==> config.mk <==
export PLATFORM = sky130hd
export DESIGN_NAME = aes_round_scheduler
export DESIGN_NICKNAME = d
export VERILOG_FILES = /design/src/rtl/aes_pkg.sv /design/src/rtl/aes_rr_arbiter2.sv /design/src/rtl/aes_round_scheduler.sv
export SDC_FILE = /design/constraint.sdc
export NUM_CORES = 1
export LEC_CHECK = 0
export CORE_ASPECT_RATIO = 0.9
export CORE_MARGIN = 2
export CORE_UTILIZATION = 47
export CTS_CLUSTER_DIAMETER = 120
export DETAILED_ROUTE_END_ITERATION = 12
export PLACE_DENSITY = 0.81
export SYNTH_ARGS = -nofsm -noshare
export SYNTH_HDL_FRONTEND = slang
export SYNTH_HIERARCHICAL = 1
export SYNTH_SLANG_ARGS = --single-unit
==> constraint.sdc <==
create_clock -name clk -period 2.5 [get_ports clk]
set_input_delay 0.75 -clock clk [delete_from_list [all_inputs] [get_ports clk]]
set_output_delay 0.75 -clock clk [all_outputs]
set_load 0.02 [all_outputs]
==> src/rtl/aes_pkg.sv <==
// Shared types and constants for the iterative AES round scheduler.
package aes_pkg;

  typedef enum logic [2:0] {
    IDLE  = 3'd0,
    LOAD  = 3'd1,
    ROUND = 3'd2,
    FINAL = 3'd3,
    HOLD  = 3'd4
  } aes_state_e;

  localparam logic MODE_ENC = 1'b0;
  localparam logic MODE_DEC = 1'b1;

  localparam int unsigned AES128_ROUNDS = 10;
  localparam int unsigned AES192_ROUNDS = 12;
  localparam int unsigned AES256_ROUNDS = 14;

endpackage

==> src/rtl/aes_rr_arbiter2.sv <==
// Two-requester round-robin arbiter; req_i[0]/gnt_o[0] is encipher, [1] is decipher.
module aes_rr_arbiter2 (
  input  logic       clk,
  input  logic       rst_n,
  input  logic [1:0] req_i,
  input  logic       en_i,
  output logic [1:0] gnt_o
);

  // Resets to the decipher port so encipher wins the first tie.
  logic last_q;

  always_comb begin
    gnt_o = '0;
    if (en_i) begin
      case (req_i)
        2'b01:   gnt_o = 2'b01;
        2'b10:   gnt_o = 2'b10;
        2'b11:   gnt_o = last_q ? 2'b01 : 2'b10;
        default: gnt_o = '0;
      endcase
    end
  end

  always_ff @(posedge clk or negedge rst_n) begin
    if (!rst_n) begin
      last_q <= 1'b1;
    end else if (en_i && (|req_i)) begin
      last_q <= gnt_o[1];
    end
  end

endmodule

==> src/rtl/aes_round_scheduler.sv <==
// Arbitrates encipher/decipher requests and sequences the shared AES round datapath.
// Optional feature macro: AES_SCHED_ABORT_EN (adds synchronous abort input).
module aes_round_scheduler
  import aes_pkg::*;
#(
  parameter int unsigned NUM_ROUNDS = AES128_ROUNDS
) (
  input  logic       clk,
  input  logic       rst_n,
`ifdef AES_SCHED_ABORT_EN
  input  logic       abort,
`endif
  input  logic       enc_valid,
  output logic       enc_ready,
  input  logic       dec_valid,
  output logic       dec_ready,
  output logic       dp_load,
  output logic       dp_round_en,
  output logic       dp_final,
  output logic       dp_mode,
  output logic [3:0] round_num,
  output logic       out_valid,
  input  logic       out_ready,
  output logic       busy
);

  localparam logic [2:0] S_IDLE  = IDLE;
  localparam logic [2:0] S_LOAD  = LOAD;
  localparam logic [2:0] S_ROUND = ROUND;
  localparam logic [2:0] S_FINAL = FINAL;
  localparam logic [2:0] S_HOLD  = HOLD;

  localparam logic [3:0] NR = 4'(NUM_ROUNDS);

  logic [2:0] state_q, state_d;
  logic [3:0] cnt_q, cnt_d;
  logic       mode_q, mode_d;
  logic [1:0] gnt;
  logic       in_idle;
  logic       abort_w;
  logic [3:0] cnt_step;
  logic [3:0] load_cnt;
  logic [3:0] fin_cnt;
  logic       mid_ok;
  logic       last_mid;

`ifdef AES_SCHED_ABORT_EN
  assign abort_w = abort;
`else
  assign abort_w = 1'b0;
`endif

  assign in_idle = (state_q == S_IDLE);

  aes_rr_arbiter2 u_arb (
    .clk   (clk),
    .rst_n (rst_n),
    .req_i ({dec_valid, enc_valid}),
    .en_i  (in_idle),
    .gnt_o (gnt)
  );

  assign enc_ready = gnt[0];
  assign dec_ready = gnt[1];

  // Expected count at each fixed point of the block; a mismatch means corruption.
  assign cnt_step = (mode_q == MODE_DEC) ? cnt_q - 4'd1 : cnt_q + 4'd1;
  assign load_cnt = (mode_q == MODE_DEC) ? NR : 4'd0;
  assign fin_cnt  = (mode_q == MODE_DEC) ? 4'd0 : NR;
  assign mid_ok   = (cnt_q != 4'd0) && (cnt_q < NR);
  assign last_mid = (mode_q == MODE_DEC) ? (cnt_q == 4'd1) : (cnt_q == NR - 4'd1);

  always_comb begin
    state_d = state_q;
    cnt_d   = cnt_q;
    mode_d  = mode_q;
    case (state_q)
      S_IDLE: begin
        if (|gnt) begin
          mode_d  = gnt[1] ? MODE_DEC : MODE_ENC;
          cnt_d   = gnt[1] ? NR : 4'd0;
          state_d = S_LOAD;
        end
      end
      S_LOAD: begin
        if (cnt_q == load_cnt) begin
          cnt_d   = cnt_step;
          state_d = S_ROUND;
        end else begin
          state_d = S_IDLE;
        end
      end
      S_ROUND: begin
        if (!mid_ok) begin
          state_d = S_IDLE;
        end else begin
          cnt_d = cnt_step;
          if (last_mid) state_d = S_FINAL;
        end
      end
      S_FINAL: state_d = (cnt_q == fin_cnt) ? S_HOLD : S_IDLE;
      S_HOLD:  if (out_ready) state_d = S_IDLE;
      default: state_d = S_IDLE;
    endcase
    if (abort_w && !in_idle) state_d = S_IDLE;
  end

  always_ff @(posedge clk or negedge rst_n) begin
    if (!rst_n) begin
      state_q <= S_IDLE;
      cnt_q   <= '0;
      mode_q  <= MODE_ENC;
    end else begin
      state_q <= state_d;
      cnt_q   <= cnt_d;
      mode_q  <= mode_d;
    end
  end

  assign dp_load     = (state_q == S_LOAD)  && (cnt_q == load_cnt);
  assign dp_round_en = (state_q == S_ROUND) && mid_ok;
  assign dp_final    = (state_q == S_FINAL) && (cnt_q == fin_cnt);
  assign out_valid   = (state_q == S_HOLD);
  assign busy        = !in_idle;
  assign dp_mode     = mode_q;
  assign round_num   = cnt_q;

endmodule

**Word-level counts from Yosys, hierarchy flattened**

Cells that the tools add are included.

- $add $sub $neg: 2
- Magnitude comparators: 1
- Equality and inequality tests: 16
- Mux-type cells: 20
- Reduce and logical (&&, ||, !) cells: 14

Operators by type and width:

| operator | count |
|---|---|
| 2-to-1 mux 4 bit | 7 |
| 2-to-1 mux 3 bit | 5 |
| case mux 3 bit (5 select lines) | 1 |
| case mux 4 bit (3 select lines) | 1 |
| == test 4 bit | 2 |
| == test 3 x 2 -> 1 bit, second input constant | 2 |
| 2-to-1 mux 2 bit | 3 |
| case mux 2 bit (3 select lines) | 1 |
| logical AND 1 bit | 5 |
| adder 4 x 1 -> 4 bit, second input constant | 1 |
| == test 2 bit, second input constant | 2 |
| == test 4 x 1 -> 1 bit, second input constant | 1 |
| == test 4 bit, second input constant | 1 |
| < comparator 4 bit, second input constant | 1 |
| inequality test 2 x 1 -> 1 bit, second input constant | 2 |
| inequality test 2 bit, second input constant | 2 |
| AND reduction 4 bit | 1 |
| nonzero test 4 bit | 1 |
| OR reduction 2 bit | 2 |
| subtractor 4 x 1 -> 4 bit, second input constant | 1 |
| == test 3 x 1 -> 1 bit, second input constant | 1 |
| == test 3 bit, second input constant | 1 |
| zero test 3 bit | 1 |
| inequality test 3 bit, second input constant | 1 |
| other kinds (6) | 7 |

- Register bits after elaboration: 9

**Longest topological paths before layout**

- Depth in word-level cells: 6
- Depth in mapped cells: 7
- Gate-level depth less buffers: 7

**Modules after synthesis**

The synthesis kept the hierarchy.

Modules (own cells, without submodules):

| module | instances | cells an instance | area an instance (um^2) |
|---|---|---|---|
| aes_round_scheduler | 1 | 71 | 638.1 |
| aes_rr_arbiter2 | 1 | 8 | 62.6 |

**Least setup slack after synthesis**

Ideal clock, no wire load.

- Path type: flip-flop to output port
- From: register cnt_q[2] (netlist: round_num[2])
- To: output dp_final
- Arrival time: 1.583 ns
- Required time: 1.750 ns
- Path slack: 0.167 ns
- Stages on the path, launching flop included: 5
- Cells stage by stage: dfrtp_1 or3b_2 nor2_1 nand2_1 a21oi_1

- Longest elaborated chain between the ends: 2

Ends and longest elaborated chain:

| item | line | text |
|---|---|---|
| from (decl) | aes_round_scheduler.sv:36 | `logic [3:0] cnt_q, cnt_d;` |
| from (signal assigned) | aes_round_scheduler.sv:115 | `cnt_q <= cnt_d;` |
| == test 4 bit | aes_round_scheduler.sv:122 | `assign dp_final = (state_q == S_FINAL) && (cnt_q == fin_cnt);` |
| logical AND 1 bit | aes_round_scheduler.sv:122 |  |
| to (decl) | aes_round_scheduler.sv:19 | `output logic dp_final,` |

Every way passes these cells.

**Worst setup path in the final report**

- From: input dec_valid
- To: output dec_ready

- Longest elaborated chain between the ends: 3

Ends and longest elaborated chain:

| item | line | text |
|---|---|---|
| from (decl) | aes_round_scheduler.sv:15 | `input logic dec_valid,` |
| == test 2 bit or == test 2 x 1 -> 1 bit (tied branches) | aes_rr_arbiter2.sv:16 | `case (req_i)` |
| case mux 2 bit (3 select lines) (*) | aes_rr_arbiter2.sv:16 |  |
| 2-to-1 mux 2 bit (*) | aes_rr_arbiter2.sv:15 | `if (en_i) begin` |
| to (decl) | aes_round_scheduler.sv:16 | `output logic dec_ready,` |

Every way passes the cells marked *; elsewhere a longest branch is shown, timed or not.

==> metrics.md <==
| Metric | Value |
|---|---|
| Critical-path top delay cell | clkdlybuf4s50_1 |
| Final-stage net count | between 100 and 150 |
| R2R Setup Slk | approximately 400 ps |
| Compound-Gate Fraction of Synth Area | approximately a quarter |
| CP delay by family, top | buffers and inverters |
| Antenna diodes | 0 |
| WL final | around 1800 um |
| TritonRoute pass-1 iters | 4 |
| Fin area | 1000 um^2 |
| DR iter-0 viols | 9 |
| Crit end category | primary output |
| Post-CTS Hold Buffers | 0 |
| Mapped Cells | 79 |
| IO buf count | 16 |
| Vias/cell | around 5.6 |
| RePlAce Congestion | 0.860 |
| Worst-path fanout max | 2 |
| # IOs | 17 |
| Root Buffer | clkbuf_4 |
| Mux cell area share after synthesis | 1.43% |
| Die span in x | 44.7 um |
| RR Endpoint | round_num[2]$_DFFE_PN0P_ |
| Number of synthesized register bits | 9 |
| Synthesized-area fraction occupied by adder cells | 7.14% |
| Post-Synth XOR/XNOR Area | under 10% |
| Core Util, Final | 70.6% |
| Total gr overflow | 0 |
| DP HPWL | 1420 um |
| Post-Syn Area per Cell | approximately 8.9 um^2 |
| Status | completed |
| Largest net degree at the start of global routing | 11 |
| Crit share post-route | between 90 and 100% |
| CTS Sinks | 9 |
| First-pass GRT wire length | roughly 2900 um |
| Worst-Margin Slew | 410 ps |
| Setup Viol. Count Final | 0 |
| Hold Path Cell Cnt | 2 |
| DR DRC count | 0 |
| Total power | approximately 1400 uW |
| Antenna violations before repair | 0 |
| Share of cells above drive strength 1 | approximately a third |
| Syn-to-layout area delta | 42.7% |
| Initial Util | between 40% and 50% |
| CP arrival | about 1700 ps |
| Crit path kind | in2out |
| Drt wl/cell | roughly 14 um |
| Synth warnings | 6 |
| Tot GR Track Use | 23.5% |
| RSZ-0062 raised after global routing | false |
| Setup TNS | 0 ps |
| Final min period | 2450 ps |
| Critical Path RT | roughly 1800 ps |
| Core area | 1420 um^2 |
| Worst relative slew slack | slightly above 70% |
| Yosys cell types | 36 |
| Setup Skew | a little under 4 ps |
| Hold Violations, Final | 0 |
| ANT nets after route | 0 |
| Worst Hold Path EP | u_arb/last_q$_DFFE_PN1P_ |
| Register area share after synthesis | roughly a third |
| Post-synthesis simple-gate area fraction | between 20% and 30% |
| Number of global-route vias before repair | between 600 and 700 |
| Via Count | 711 |
| Die ar. | ~1800 um^2 |
| Critical Path Start Type | input pin |
| Synth Cell Area | about 700 um^2 |
| Peak supply drop | roughly 0.98 mV |
| Slew Limit Fails | 0 |
| Worst hold start | u_arb/last_q$_DFFE_PN1P_ |
| WP depth | 4 |
| Critical path, cell by cell | clkdlybuf4s50_1 > nand2_1 > a21oi_1 > buf_2 |
| Pleak | 0.000489 uW |
| Number of buffers and inverters on the critical path | 2 |
| Fmax | 407 MHz |
| Worst reg2reg path startpoint | round_num[3]$_DFFE_PN0P_ |
| TritonCTS Buffers | 3 |
| Clock tree buffer depth | 2 |
| Synthesized Nets | 88 |
| Largest family of logic cells by synthesized area | simple AND/OR/NAND/NOR gates |
| Die Ht | 40.6 um |
| H-tree Lvls | 1 |
| Max incr delay on CP | 480 ps |
| TritonCTS clock tree | yes |
| # rows | 13 |
| Clk_lat worst skew | ~270 ps |
| Max cap viols | 0 |
| Hold Crit Class | reg2reg |
| Clk pin slew, worst setup/hold paths | 60 ps |
| PD cells | 1420 nW/um^2 |
| R2r worst-path depth | 6 |
| Placed cell area | around 1000 um^2 |
cells in the mapped netlist (all sizes together):
library cell / instances / area [um^2]
a2111oi: 1 / 27.5
a211o: 1 / 8.76
a211oi: 1 / 7.51
a21o: 1 / 7.51
a21oi: 6 / 33.8
a31oi: 3 / 18.8
and2: 1 / 6.26
and3: 1 / 6.26
buf: 1 / 11.3
clkbuf: 1 / 3.75
dfrtp: 8 / 200
dfstp: 1 / 26.3
ha: 4 / 50.1
inv: 8 / 30.0
mux2i: 1 / 10.0
nand2: 8 / 30.0
nand2b: 1 / 6.26
nand3: 3 / 15.0
nor2: 5 / 18.8
nor2b: 2 / 12.5
nor3: 2 / 10.0
nor3b: 1 / 7.51
nor4b: 1 / 8.76
nor4bb: 1 / 10.0
o211ai: 1 / 7.51
o21ai: 4 / 20.0
o21ba: 1 / 16.3
o2bb2ai: 1 / 8.76
o32a: 1 / 10.0
o32ai: 1 / 8.76
or2: 1 / 6.26
or3: 1 / 11.3
or3b: 2 / 17.5
or4b: 1 / 10.0
xnor2: 2 / 17.5
area by class of cell:
class | instances | area [um^2]
multi-input combinational | 60 | 444
timing repair buffer | 32 | 253
clock buffer | 3 | 22.5
tap | 15 | 18.8
sequential | 9 | 226
inverter | 8 | 30.0
fill | 110 | 415
clock inverter | 1 | 5.00
sequential cells by signal (all words and copies together) (netlist names):
register / flops
u_arb/last_q: 1
round_num: 4
state_q: 3
dp_mode: 1
repair_timing:
action | in CTS | in global routing
buffers inserted | 0 | 0
gates resized for setup | 21 | 5
setup endpoints to repair | 7 | 3
cells in the final DEF, fill, tap and decap left out, drive strengths merged, types with 2 or more instances in the layout:
| cell type | instances |
|---|---|
| or3b | 2 |
| o21ai | 4 |
| clkbuf | 3 |
| nand3 | 3 |
| buf | 21 |
| nor2 | 5 |
| a31oi | 3 |
| clkdlybuf4s50 | 9 |
| dlygate4sd2 | 2 |
| nor3 | 2 |
| dfrtp | 8 |
| inv | 8 |
| nand2 | 8 |
| nor2b | 2 |
| ha | 4 |
| a21oi | 6 |
| xnor2 | 2 |
cell families after synthesis:
| group | count (synthesis) |
|---|---|
| AOI/OAI and AO/OA | 22 |
| xor gates and xnor gates | 2 |
| adders and majority gates | 4 |
| buffers and inverters | 10 |
| DFF | 9 |
| muxes | 1 |
| and+or+nand+nor | 31 |
how the worst max path moves through the flow:
stage / from / to / slack, ps
final: dec_valid / dec_ready / 50
after detailed placement: dec_valid / dec_ready / -390
after CTS: enc_valid / enc_ready / 20
after global placement: dec_valid / dec_ready / -310
after global routing: round_num[2]$_DFFE_PN0P_ / dp_final / 3
after floorplan: round_num[2]$_DFFE_PN0P_ / dp_final / 170
worst min-delay path, cell delays in order, from the launching register on:
cell,delay [ps]
dfstp_2,370
inv_1,80
a21oi_2,60
report_power, final:
part,leakage (uW),switching [uW],internal (uW)
Clock,0.0000177,55.7,59.3
Sequential,0.000113,41.1,216
Combinational,0.000358,566,481
Total,0.000489,663,756
metrics by stage:
| step | worst slack, ps | cells | hold slack, ps |
|---|---|---|---|
| 2_1_floorplan | 167 | 79 | 454 |
| 3_3_place_gp | -314 | 124 | 491 |
| 3_5_place_dp | -393 | 124 | 493 |
| 4_1_cts | 17.6 | 128 | 502 |
| 5_1_grt | 3.08 | 128 | 527 |
| 6_report | 45.3 | 128 | 503 |
metal layers:
metal | up-vias | global-route usage [%] | share of wire (%)
met4 | 0 | 10.6 | 1.3
met3 | 4 | 6.61 | 5.7
met2 | 23 | 41.7 | 50
li1 | 348 | - | -
met1 | 336 | 26.8 | 43
met5 | - | 0 | 0
No activity file was read; power rests on OpenSTA's default activity.
==> RTL change: new RTL, same settings <==
Reset style: synchronous (`rst_n`), changed in 2 clocked blocks.
--- a/src/rtl/aes_rr_arbiter2.sv
+++ b/src/rtl/aes_rr_arbiter2.sv
@@ -23,5 +23,5 @@
   end
 
-  always_ff @(posedge clk or negedge rst_n) begin
+  always_ff @(posedge clk) begin
     if (!rst_n) begin
       last_q <= 1'b1;
--- a/src/rtl/aes_round_scheduler.sv
+++ b/src/rtl/aes_round_scheduler.sv
@@ -106,5 +106,5 @@
   end
 
-  always_ff @(posedge clk or negedge rst_n) begin
+  always_ff @(posedge clk) begin
     if (!rst_n) begin
       state_q <= S_IDLE;
Behaviour: differs if rst_n is asserted again (counterexample within 4 cycles, from zero or initial values and one cycle with rst_n low); with rst_n held inactive, the same outputs for 10 cycles.
==> RTL change against the unedited design <==
Utilization shrank 0.34 points; final cell count increased by 0.78%; count of clock-buffer cells in the layout did not move; via count decreased by 4.1%; design area shrank 1.6%; highest routed layer is now met3; worst setup slack got worse by 0.010 ns; global-route usage shrank 2.0 points; sequential cell count unchanged; non-clock buffer count is 1 lower; synthesized cell count rose by 3.8%; area after synthesis shrank 2.7%; largest cell class unchanged; power down 10%; register-to-register slack lost 0.08 ns; wire length down 4.3%.
==> RTL change: results (changes against the unedited design) <==
\begin{tabular}{lr}
\hline
Metric & Value \\
\hline
\multicolumn{2}{l}{\textbf{Finish}} \\
\quad Final Instance Count excl. Fillers & 129 (+0.78\%) \\
\quad Share of post-route cells with drive strength above 1 & 30.7\% (-2.0 points) \\
\quad NumNets Final & 124 (+0.81\%) \\
\quad Number of diodes added for antenna fixing & 0 (unchanged) \\
\multicolumn{2}{l}{\textbf{Routing}} \\
\quad Starting DRT DRC Count & 32 (+23) \\
\quad Post-detailed-route wirelength per cell & 13.1 um (-5.1\%) \\
\quad Count of vias placed by the detailed router & 682 (-4.1\%) \\
\multicolumn{2}{l}{\textbf{Global route}} \\
\quad Antenna violations before repair & 0 (unchanged) \\
\quad First-pass GRT wire length & 2730 um (-5.0\%) \\
\quad Maximum number of pins on one net before global-route repair & 10 (-1) \\
\quad Global-route usage over all layers & 21.5\% (-2.0 points) \\
\quad Via count of the first global-routing pass & 663 (+3.8\%) \\
\multicolumn{2}{l}{\textbf{Power}} \\
\quad Leakage dissipation & 0.438 nW (-10\%) \\
\quad Internal power & 0.696 mW (-8.0\%) \\
\quad IR Drop Worst-Case VDD & 760 uV (-22\%) \\
\multicolumn{2}{l}{\textbf{STA}} \\
\quad Max-slew headroom & 80.4\% (+7.8 points) \\
\quad Final worst clock skew & 0.00768 ns (+0.00373 ns) \\
\multicolumn{2}{l}{\textbf{Yosys}} \\
\quad Netlist cell types & 34 (-5.6\%) \\
\quad Number of warnings printed during yosys synthesis & 6 (unchanged) \\
\quad Top FF cell, synth & dfxtp\_1 \\
\quad Sequential cell area fraction in the yosys report & 26.4\% (-5.9 points) \\
\quad Top post-synthesis cells by count & nand2\_1, nor2\_1, dfxtp\_1, a21oi\_1, inv\_1 \\
\quad Async S/R FF share, synth & 0\% (-100 points) \\
\quad Number of nets produced by synthesis & 91 (+3.4\%) \\
\quad Synth top area cells & dfxtp\_1, ha\_1, nand2\_1 \\
\quad Number of instances in the synthesized netlist & 82 (+3.8\%) \\
\multicolumn{2}{l}{\textbf{Clock tree}} \\
\quad Number of buffers created by CTS & 3 (unchanged) \\
\quad Insertion delay to the later sink of the worst-skew pair & 0.26 ns \\
\quad Buffers from clock root to sink, at most & 2 (unchanged) \\
\quad H-tree depth reported by CTS & 1 (unchanged) \\
\multicolumn{2}{l}{\textbf{Critical path}} \\
\quad Data arrival time of the critical path & 1.72 ns (+0.02 ns) \\
\quad Maximum fanout count along the critical path & 3 (+1) \\
\quad Maximum cell stage delay along the critical path & 0.54 ns (+0.06 ns) \\
\quad Crit path max-delay cell type & clkdlybuf4s50\_1 \\
\multicolumn{2}{l}{\textbf{Placed design}} \\
\quad RePlAce Congestion & 0.821 (-4.5\%) \\
\quad Half-perimeter wire length after detailed placement & 1350 um (-4.5\%) \\
\quad Post-Place Setup Slack & -0.410 ns (-0.0174 ns) \\
\multicolumn{2}{l}{\textbf{Status}} \\
\quad Run status & finished clean \\
\hline
\end{tabular}
[RTL change: changes by cell type after synthesis, moves of 3 or more]
cell     before  now
buf_4         0    3
dfrtp_1       8    0
dfxtp_1       0    9
inv_1         8    5
nand3_1       3    0
nor2_1        5   10
o21ai_0       4    1
[RTL change: final cells by class]
| cell class | count | area [um2] |
|---|---|---|
| clock buffers | 3 | 22.5 |
| clock inverters | 1 | 5.00 |
| fillers | 103 | 415 |
| inverters | 5 | 18.8 |
| multi-input cells | 65 | 480 |
| flip-flops and latches | 9 | 183 |
| well taps | 15 | 18.8 |
| repair buffers | 31 | 255 |
[RTL change: cell families (layout without fill, tap and decap cells)]
family	Yosys count	in the layout	synth area share, %
simple gates	35	35	26.4
compound gates	20	20	25.3
flops	9	9	26.4
buf+inv	8	40	6.06
fa+ha+maj	4	4	7.34
xor+xnor	4	4	5.14
mux	2	2	3.30
[RTL change: layer usage]
metal  part of all wire [%]  global-route usage [%]
met1                     45                    24.5
met2                     51                    40.1
met3                    3.3                    6.76
met4                      0                    4.55
met5                      0                       0
[RTL change: through the flow]
step	power, mW	instance area, um2
floorplan	0.832	697
global placement	1.16	966
detailed placement	1.18	966
CTS	1.28	988
global route	1.39	983
finish	1.28	983
[RTL change: worst register-to-register path: stages (launching register included)]
cell and delay (ns):
dfxtp_1 0.31, or3_1 0.39, inv_1 0.10, nand2_1 0.11, a21oi_4 0.13, buf_4 0.14
nor2_1 0.06, o21ba_2 0.21, a221oi_4 0.29, buf_4 0.19, xnor2_1 0.11, nor2_1 0.05
[RTL change: power by group through the flow]
stage          combinational (mW)  clock [mW]  sequential [mW]
2_1_floorplan               0.559           0            0.273
3_3_place_gp                0.913           0            0.249
3_5_place_dp                0.925           0            0.254
4_1_cts                     0.914       0.115            0.255
5_1_grt                      1.00       0.123            0.264
6_report                    0.911       0.112            0.254
[RTL change: timing repair]
| action | 4_1_cts | 5_1_grt |
|---|---|---|
| pin swaps | 0 | 1 |
| cloned | 0 | 0 |
| resized for setup | 12 | 4 |
| hold buffers | 0 | 0 |
| setup endpoints to repair | 5 | 4 |
[RTL change: final timing paths]
| path | cells after the start | end | slack, ns | start |
|---|---|---|---|---|
| worst max-delay path | 4 | enc_ready | 0.03 | enc_valid |
| worst min-delay path | 2 | u_arb/last_q$_SDFFE_PN1P_ | 0.56 | u_arb/last_q$_SDFFE_PN1P_ |
| worst max register to register | 11 | round_num[0]$_SDFFE_PN0P_ | 0.32 | state_q[2]$_SDFFE_PN0P_ |
| worst min register to register | 2 | u_arb/last_q$_SDFFE_PN1P_ | 0.56 | u_arb/last_q$_SDFFE_PN1P_ |
